<file path="src/rtl/sum_window_accumulator.sv">
// Adds BEAT_COUNT consecutive upstream sums into one window total and holds it on a
// registered valid/ready output. Define SUM_WIN_FLUSH_EN to add flush_i (early window close).
module sum_window_accumulator #(
    parameter int DATA_IN_WIDTH = 8,
    parameter int BEAT_COUNT    = 4,
    localparam int ACC_W        = DATA_IN_WIDTH + 1 + $clog2(BEAT_COUNT),
    localparam int CNT_W        = $clog2(BEAT_COUNT + 1)
) (
    input  logic                     clk_i,
    input  logic                     rst_i,
    input  logic [DATA_IN_WIDTH:0]   in_data,
    input  logic                     in_valid,
    output logic                     in_ready,
    output logic [ACC_W-1:0]         out_data,
    output logic [CNT_W-1:0]         out_beats,
    output logic                     out_valid,
`ifdef SUM_WIN_FLUSH_EN
    input  logic                     flush_i,
`endif
    input  logic                     out_ready
);

    typedef enum logic {
        ACCUM = 1'b0,
        HOLD  = 1'b1
    } state_t;

    state_t             state, state_nxt;
    logic [ACC_W-1:0]   acc, acc_nxt;
    logic [CNT_W-1:0]   cnt, cnt_nxt;
    logic [ACC_W-1:0]   out_data_nxt;
    logic [CNT_W-1:0]   out_beats_nxt;
    logic               take;
    logic               flush;
    logic [ACC_W-1:0]   sum_eff;
    logic [CNT_W-1:0]   cnt_eff;

`ifdef SUM_WIN_FLUSH_EN
    assign flush = flush_i;
`else
    assign flush = 1'b0;
`endif

    assign take      = in_valid & in_ready;
    assign out_valid = (state == HOLD);

    // Window contents as they would stand after this cycle's beat, if any.
    assign sum_eff = acc + (take ? ACC_W'(in_data) : '0);
    assign cnt_eff = cnt + CNT_W'(take);

    always_comb begin
        state_nxt     = state;
        acc_nxt       = acc;
        cnt_nxt       = cnt;
        out_data_nxt  = out_data;
        out_beats_nxt = out_beats;
        case (state)
            ACCUM: begin
                if (take) begin
                    acc_nxt = sum_eff;
                    cnt_nxt = cnt_eff;
                end
                if ((cnt_eff == CNT_W'(BEAT_COUNT)) || (flush && (cnt_eff != '0))) begin
                    out_data_nxt  = sum_eff;
                    out_beats_nxt = cnt_eff;
                    state_nxt     = HOLD;
                end
            end
            HOLD: begin
                if (out_ready) begin
                    acc_nxt   = '0;
                    cnt_nxt   = '0;
                    state_nxt = ACCUM;
                end
            end
            default: state_nxt = ACCUM;
        endcase
    end

    // in_ready is its own flop so it reads 0 through the reset cycle even though
    // the reset state is ACCUM.
    always_ff @(posedge clk_i) begin
        if (rst_i) begin
            state     <= ACCUM;
            acc       <= '0;
            cnt       <= '0;
            out_data  <= '0;
            out_beats <= '0;
            in_ready  <= 1'b0;
        end else begin
            state     <= state_nxt;
            acc       <= acc_nxt;
            cnt       <= cnt_nxt;
            out_data  <= out_data_nxt;
            out_beats <= out_beats_nxt;
            in_ready  <= (state_nxt == ACCUM);
        end
    end

endmodule
</file>
<file path="config.mk">
export PLATFORM = sky130hd
export DESIGN_NAME = sum_window_accumulator
export DESIGN_NICKNAME = d
export VERILOG_FILES = /design/src/rtl/sum_window_accumulator.sv
export SDC_FILE = /design/constraint.sdc
export NUM_CORES = 1
export LEC_CHECK = 0
export CAP_MARGIN = 10
export CELL_PAD_IN_SITES_DETAIL_PLACEMENT = 1
export CELL_PAD_IN_SITES_GLOBAL_PLACEMENT = 1
export CORE_UTILIZATION = 39
export DETAILED_ROUTE_END_ITERATION = 8
export PLACE_DENSITY = 0.75
export SLEW_MARGIN = 0
export SYNTH_ARGS = -nofsm -noshare
export SYNTH_HDL_FRONTEND = slang
export SYNTH_SLANG_ARGS = --single-unit
</file>
<file path="constraint.sdc">
create_clock -name clk_i -period 2.9 [get_ports clk_i]
set_input_delay 0.58 -clock clk_i [delete_from_list [all_inputs] [get_ports clk_i]]
set_output_delay 0.58 -clock clk_i [all_outputs]
set_load 0.01 [all_outputs]
</file>
==> impl_results.md, run 1 <==
* Synth Register Bits at 30
* Post-Syn Area at 0.001702 mm²
* Post-CTS Setup Bufs at 0
* GP Congestion at 0.8789
* DIE AREA at 0.004631 mm²
* Drt drc at 0
* N_diodes at 0
* Die width at 68.06 µm
* DP Area at 0.002117 mm²
* GR Util All Layers at 25.12%
* Cells along the critical path: clkdlybuf4s50_1 -> buf_4 -> and3_1 -> ha_1 -> fa_1 -> nand3_1 -> a211oi_1 -> or2_1 -> o311ai_0
* Post_cts resized at 0
* FFs w/ async S/R, synth at 0%
* Clock skew at 0.002274 ns
* Routed vias at 1751
* Post-Syn Area per Cell at 8.382 µm²
* Final setup fails at 0
* Clock latency on the worst-skew pair at 0.28 ns
* CP max stage cell: clkdlybuf4s50_1
* Worst setup EP type: flop
* RSZ-0062 raised after global routing: no
* Number of I/O port buffers at 28
* Post-DP HPWL at 3.924 mm
* Total grt overflow at 0
* Root buffer cell: clkbuf_8
* EDFF count, synth at 0
* Number of CTS-inserted buffers at 5
* H-tree levels at 2
* Synth Warn # at 0
* DRT Pass-1 Iters at 4
* Hold-fix buffers, CTS at 0
* Vias in the first global route at 1750
* Rows at 23
* Die Span Y at 68.06 µm
* Outcome: finished clean
* DR iter-0 viols at 64
* Slew margin rel. at 60.88%
* Sink Count at 30
* Critical path startpoint category: input port
* Syn_nets at 228
* CTS Buffer Depth at 2
* First-pass GRT wire length at 8.535 mm
* Initial antenna violation count at 0
* Fin crit period at 2.714 ns
* Synth top area share at 35.29%
* Core area at 0.004086 mm²
* Wirelength, routed at 5.250 mm
* Worst-Margin Slew at 0.5832 ns
* Max-slew violation count at 0
* Register area share after synthesis at 35.29%
* Synth area leader: dfxtp_1
* Period utilisation layout at 93.57%
* Worst Hold Class: reg -> reg
* Clock slew at the register clock pins of the worst setup and hold paths at 0.06 ns
* TritonCTS clock tree: yes
* Cell count after synthesis at 203
* Max-cap violations at 0
* Crit path DAT at 2.88 ns
* Post-synth top flop: dfxtp_1
* Worst vdd ir at 0.0003086 V
* Fin util at 54.04%
* Cells taking the most area after synthesis: dfxtp_1, ha_1, nand3_1
* Layout cell share with drive strength beyond 1 at 10.33%
* Initial Util at 41.64%
* Final ANT Viol Nets at 0
* Fmax at 0.3685 GHz
* Layout Nets at 266
* WP data required at 3.07 ns
* Area growth syn-to-layout at 29.78%
* CP Max Fanout at 6
* Number of library cell types mapped by synthesis at 41
* WL/cell at 17.98 µm
* Ports at 29
* Largest net degree at the start of global routing at 20
* PwrDens at 394.4 mW/mm²
* Final hold slack at 0.4639 ns
* Final Hold Viols at 0
* Leak at 0.0008537 µW
* Design area at 0.002208 mm²
* Largest stage delay on the critical path at 0.45 ns
* Setup CP Type: in -> reg
* Routed vias/inst at 5.997
-- placed cells by master (no fill, tap or decap), drive strengths merged, types with 3 or more instances in the layout --
cell | Yosys | routed
o2111ai | 4 | 4
or3 | 6 | 6
and3 | 11 | 11
nor2b | 3 | 3
or2 | 3 | 3
o21ai | 5 | 5
a211oi | 5 | 5
xnor2 | 3 | 3
o311ai | 6 | 6
nand3 | 16 | 16
nor2 | 13 | 13
ha | 11 | 11
buf | 3 | 17
o211ai | 8 | 8
o31ai | 3 | 3
nand2 | 16 | 16
dfxtp | 30 | 30
a22oi | 5 | 5
a21oi | 14 | 14
clkbuf | 11 | 7
clkdlybuf4s50 | 0 | 28
o21a | 4 | 4
-- report_power, final --
part / internal [µW] / switching, µW
Sequential: 417 / 5.19
Combinational: 46.0 / 54.6
Clock: 191 / 157
Total: 654 / 217
-- flip-flops by register name (all words and copies together) (netlist names) --
register   cells
out_data      11
acc           11
cnt            3
out_valid      1
out_beats      3
in_ready       1
-- per-layer routing --
layer  track usage [%]  vias up  wire [µm]
met5                 0        -          0
met4             7.292        0         56
met3             5.833        7        161
met2             44.61       29       2709
met1             29.68      869       2323
li1                  -      846          -
-- synth_stat cells (2+ instances only) --
master / count
a21o_1: 2
o21a_1: 4
a22oi_1: 5
nor2_1: 13
ha_1: 11
o2111ai_1: 4
nand3_1: 16
nor3_1: 2
and3b_1: 2
a211oi_1: 5
clkbuf_1: 11
xnor2_1: 3
nand4_1: 2
or2_1: 2
o211ai_1: 8
o31ai_1: 3
dfxtp_1: 30
or3_1: 5
o21ai_0: 5
nand3b_1: 2
nor2b_1: 3
o311ai_0: 6
a21oi_1: 14
and2_1: 2
nand2_1: 16
and3_1: 11
buf_2: 2
-- worst paths after layout --
check,start,end,slack (ns),depth (start not counted)
min reg2reg,out_data[1],out_data[1],0.46,2
max,in_valid,acc[8],0.19,9
max reg2reg,in_ready,out_data[6],0.41,7
min,out_data[1],out_data[1],0.46,2
-- critical path, delay by kind of cell --
kind / cells / cell delay [ns]
AOI/OAI and AO/OA: 2 / 0.45
adders and majority gates: 2 / 0.59
and+or+nand+nor: 3 / 0.62
buffers and inverters: 2 / 0.63
-- kinds of logic after synthesis --
kind of cell,share of synthesized area [%]
and+or+nand+nor,24.56
AOI/OAI and AO/OA,25.37
DFF,35.29
adders and majority gates,9.265
buffers and inverters,3.456
xor gates and xnor gates,2.059
-- area by class of cell --
cell class,instances,area (µm²)
clock buffers,7,86.33
clock inverters,1,5.005
fillers,503,1878
inverters,1,3.754
multi-input cells,158,1042
flip-flops and latches,30,600.6
well taps,50,62.56
repair buffers,45,407.9
-- through the flow --
step                      total power, µW  worst slack [ns]  TNS [ns]  cells
after floorplan                     481.5            0.3392         0    203
after global routing                907.2           0.02414         0    292
after CTS                           883.1            0.1355         0    292
after global placement              525.8          -0.04864   -0.2324    284
final                               870.9            0.1864         0    292
after detailed placement            529.5           -0.1512   -0.9391    284
(Power assumes the default switching activity.)
==> run 2: changes to the inputs <==
- HOLD_SLACK_MARGIN: default -> 0.08
- PLACE_DENSITY: 0.75 -> 0.89
- SKIP_CTS_REPAIR_TIMING: default -> 1
==> run 2 against run 1 <==
Against the previous run:
- non-clock buffer count increased by 2
- combinational power about the same
- critical endpoint is now out_data[6]
- hold slack improved by 0.0024 ns
- first-iteration DRC count is 23% higher
- cell area unchanged
- critical path type unchanged
- fmax shrank 2.1%
- critical path depth fell by 1
- clock-buffer cell count stayed put
- utilization is the same
==> impl_results.md, run 2 (synthesis results as in run 1) <==
* Worst path buffer plus inverter count at 2 (unchanged)
* Clock slew at the register clock pins of the worst setup and hold paths at 0.06 ns (about the same)
* Vias in the first global route at 1761 (+0.63%)
* GP Congestion at 0.8451 (-3.8%)
* Crit path DAT at 2.95 ns (+0.07 ns)
* Psw at 218.4 µW (+0.58%)
* Sink Count at 30 (unchanged)
* RSZ-0062 raised after global routing: no
* CP startpoint: in_valid
* Clock skew at 0.004555 ns (+0.002281 ns)
* Worst vdd ir at 0.0002629 V (-15%)
* Layout cell share with drive strength beyond 1 at 10.29% (-0.043 points)
* Routed vias at 1742 (-0.51%)
* Initial Util at 41.64% (unchanged)
* Total grt overflow at 0 (unchanged)
* N_diodes at 0 (unchanged)
* Multi-input gate area at 0.001042 mm² (unchanged)
* Max-cap violations at 0 (unchanged)
* Placed Cells at 286 (+0.70%)
* CP dominant cell by count: ha_1
* Routed vias/inst at 5.945 (-0.85%)
* GR Util All Layers at 24.78% (-0.34 points)
* Critical R2R Launch: in_ready
* TritonCTS clock tree: yes
* Root buffer cell: clkbuf_8
* Final Hold Viols at 0 (unchanged)
* Critical path startpoint category: input port
* Drt drc at 0 (unchanged)
* Commonest cells after routing, fill and taps aside: dfxtp_1, clkdlybuf4s50_1, buf_4
* WL/cell at 17.12 µm (-4.8%)
* Largest regs: acc (11), out_data (11)
* Core area at 0.004086 mm² (unchanged)
* Fin crit period at 2.771 ns (+0.05742 ns)
* Area growth syn-to-layout at 29.78% (unchanged)
* Most common cell after layout, fill and taps aside: dfxtp_1
* WP data required at 3.07 ns (about the same)
* Largest stage delay on the critical path at 0.43 ns (-0.02 ns)
* Sequential power share at 49.5% (+1.1 points)
* Worst-Margin Slew at 0.5767 ns (-0.006487 ns)
* PwrDens at 383.6 mW/mm² (-2.7%)
* Worst setup EP type: flop
* Largest net degree at the start of global routing at 26 (+30%)
* Die width at 68.06 µm (unchanged)
* DR iter-0 viols at 79 (+23%)
* Layout Nets at 268 (+0.75%)
* Clock latency on the worst-skew pair at 0.29 ns (about the same)
* Comb power frac at 12.1% (+0.6 points)
* Final setup fails at 0 (unchanged)
* Setup CP Type: in -> reg
* Design area at 0.002208 mm² (unchanged)
* Fmax at 0.3609 GHz (-2.1%)
* Number of CTS-inserted buffers at 5 (unchanged)
* Fin util at 54.04% (unchanged)
* Die Span Y at 68.06 µm (unchanged)
* Initial antenna violation count at 0 (unchanged)
* Setup WS post-layout at 0.1290 ns (-0.05742 ns)
* Final ANT Viol Nets at 0 (unchanged)
* Outcome: finished clean
* Wirelength, routed at 5.015 mm (-4.5%)
* Dpl ws at -0.2504 ns (-0.09924 ns)
* Tot Pwr at 847.1 µW (-2.7%)
* Period utilisation layout at 95.55% (+2.0 points)
* Number of I/O port buffers at 28 (unchanged)
* Layout fillers at 500 (-0.60%)
* H-tree levels at 2 (unchanged)
* Slew margin rel. at 61.32% (+0.44 points)
* Max-slew violation count at 0 (unchanged)
* CTS Buffer Depth at 2 (unchanged)
* Leak at 0.0008538 µW (about the same)
* Cells along the critical path: clkdlybuf4s50_1 -> and2_1 -> ha_1 -> ha_1 -> or3_4 -> or2_1 -> buf_4 -> o311ai_0
* CP max stage cell: clkdlybuf4s50_1
* Crit path max-delay family: simple AND/OR/NAND/NOR gates
* Clk pwr share at 38.4% (-1.6 points)
* Switching share of power at 25.78% (+0.85 points)
* First-pass GRT wire length at 8.183 mm (-4.1%)
* DIE AREA at 0.004631 mm² (unchanged)
* Rows at 23 (unchanged)
* DP Area at 0.002132 mm² (+0.71%)
* Non-filler cells, final at 293 (+0.34%)
* Int Pwr at 628.7 µW (-3.8%)
* CP Max Fanout at 9 (+3)
* Worst Hold Class: reg -> reg
* FF/Latch Area at 600.6 µm² (unchanged)
* DRT Pass-1 Iters at 4 (unchanged)
* Ports at 29 (unchanged)
* Post-DP HPWL at 3.588 mm (-8.6%)
* Min-delay src: out_data[4]
run 2: path summary, 6_finish.rpt:
check                      to  slack [ns]  cells after the start
setup / recovery  out_data[6]        0.13                      8
hold reg to reg   out_data[4]        0.47                      2
hold / removal    out_data[4]        0.47                      2
setup reg to reg  out_data[6]        0.59                      7
run 2: layout make-up:
cell class,count,area share [%]
Sequential cell,30,27.20
Inverter,1,0.1700
Tap cell,50,2.833
Timing Repair Buffer,47,19.15
Clock buffer,7,3.456
Multi-Input combinational cell,158,47.20
run 2: worst min-delay path: stages (launching register included):
cell and delay, ns:
dfxtp_1 0.31, nand2_1 0.06, a21oi_1 0.05
run 2: routing by layer:
layer	vias to the layer above	track usage [%]	routed length (µm)	share of wire (%)
li1	845	-	-	-
met1	841	27.59	2196	44
met2	44	41.79	2449	49
met3	12	8.500	251	5.0
met4	0	11.98	117	2.3
met5	-	0	0	0
run 2: power by group through the flow:
stage / combinational (µW) / sequential (µW) / clock, µW
2_1_floorplan: 53.0 / 429 / 0
3_3_place_gp: 98.0 / 428 / 0
3_5_place_dp: 101 / 429 / 0
4_1_cts: 102 / 420 / 334
5_1_grt: 111 / 420 / 355
6_report: 102 / 420 / 325
run 2: metrics by stage:
step / hold slack, ns / TNS (ns)
after floorplan: 0.4362 / 0
after global placement: 0.4491 / -0.5178
after detailed placement: 0.4592 / -1.725
after CTS: 0.4678 / 0
after global routing: 0.4882 / 0
final: 0.4663 / 0
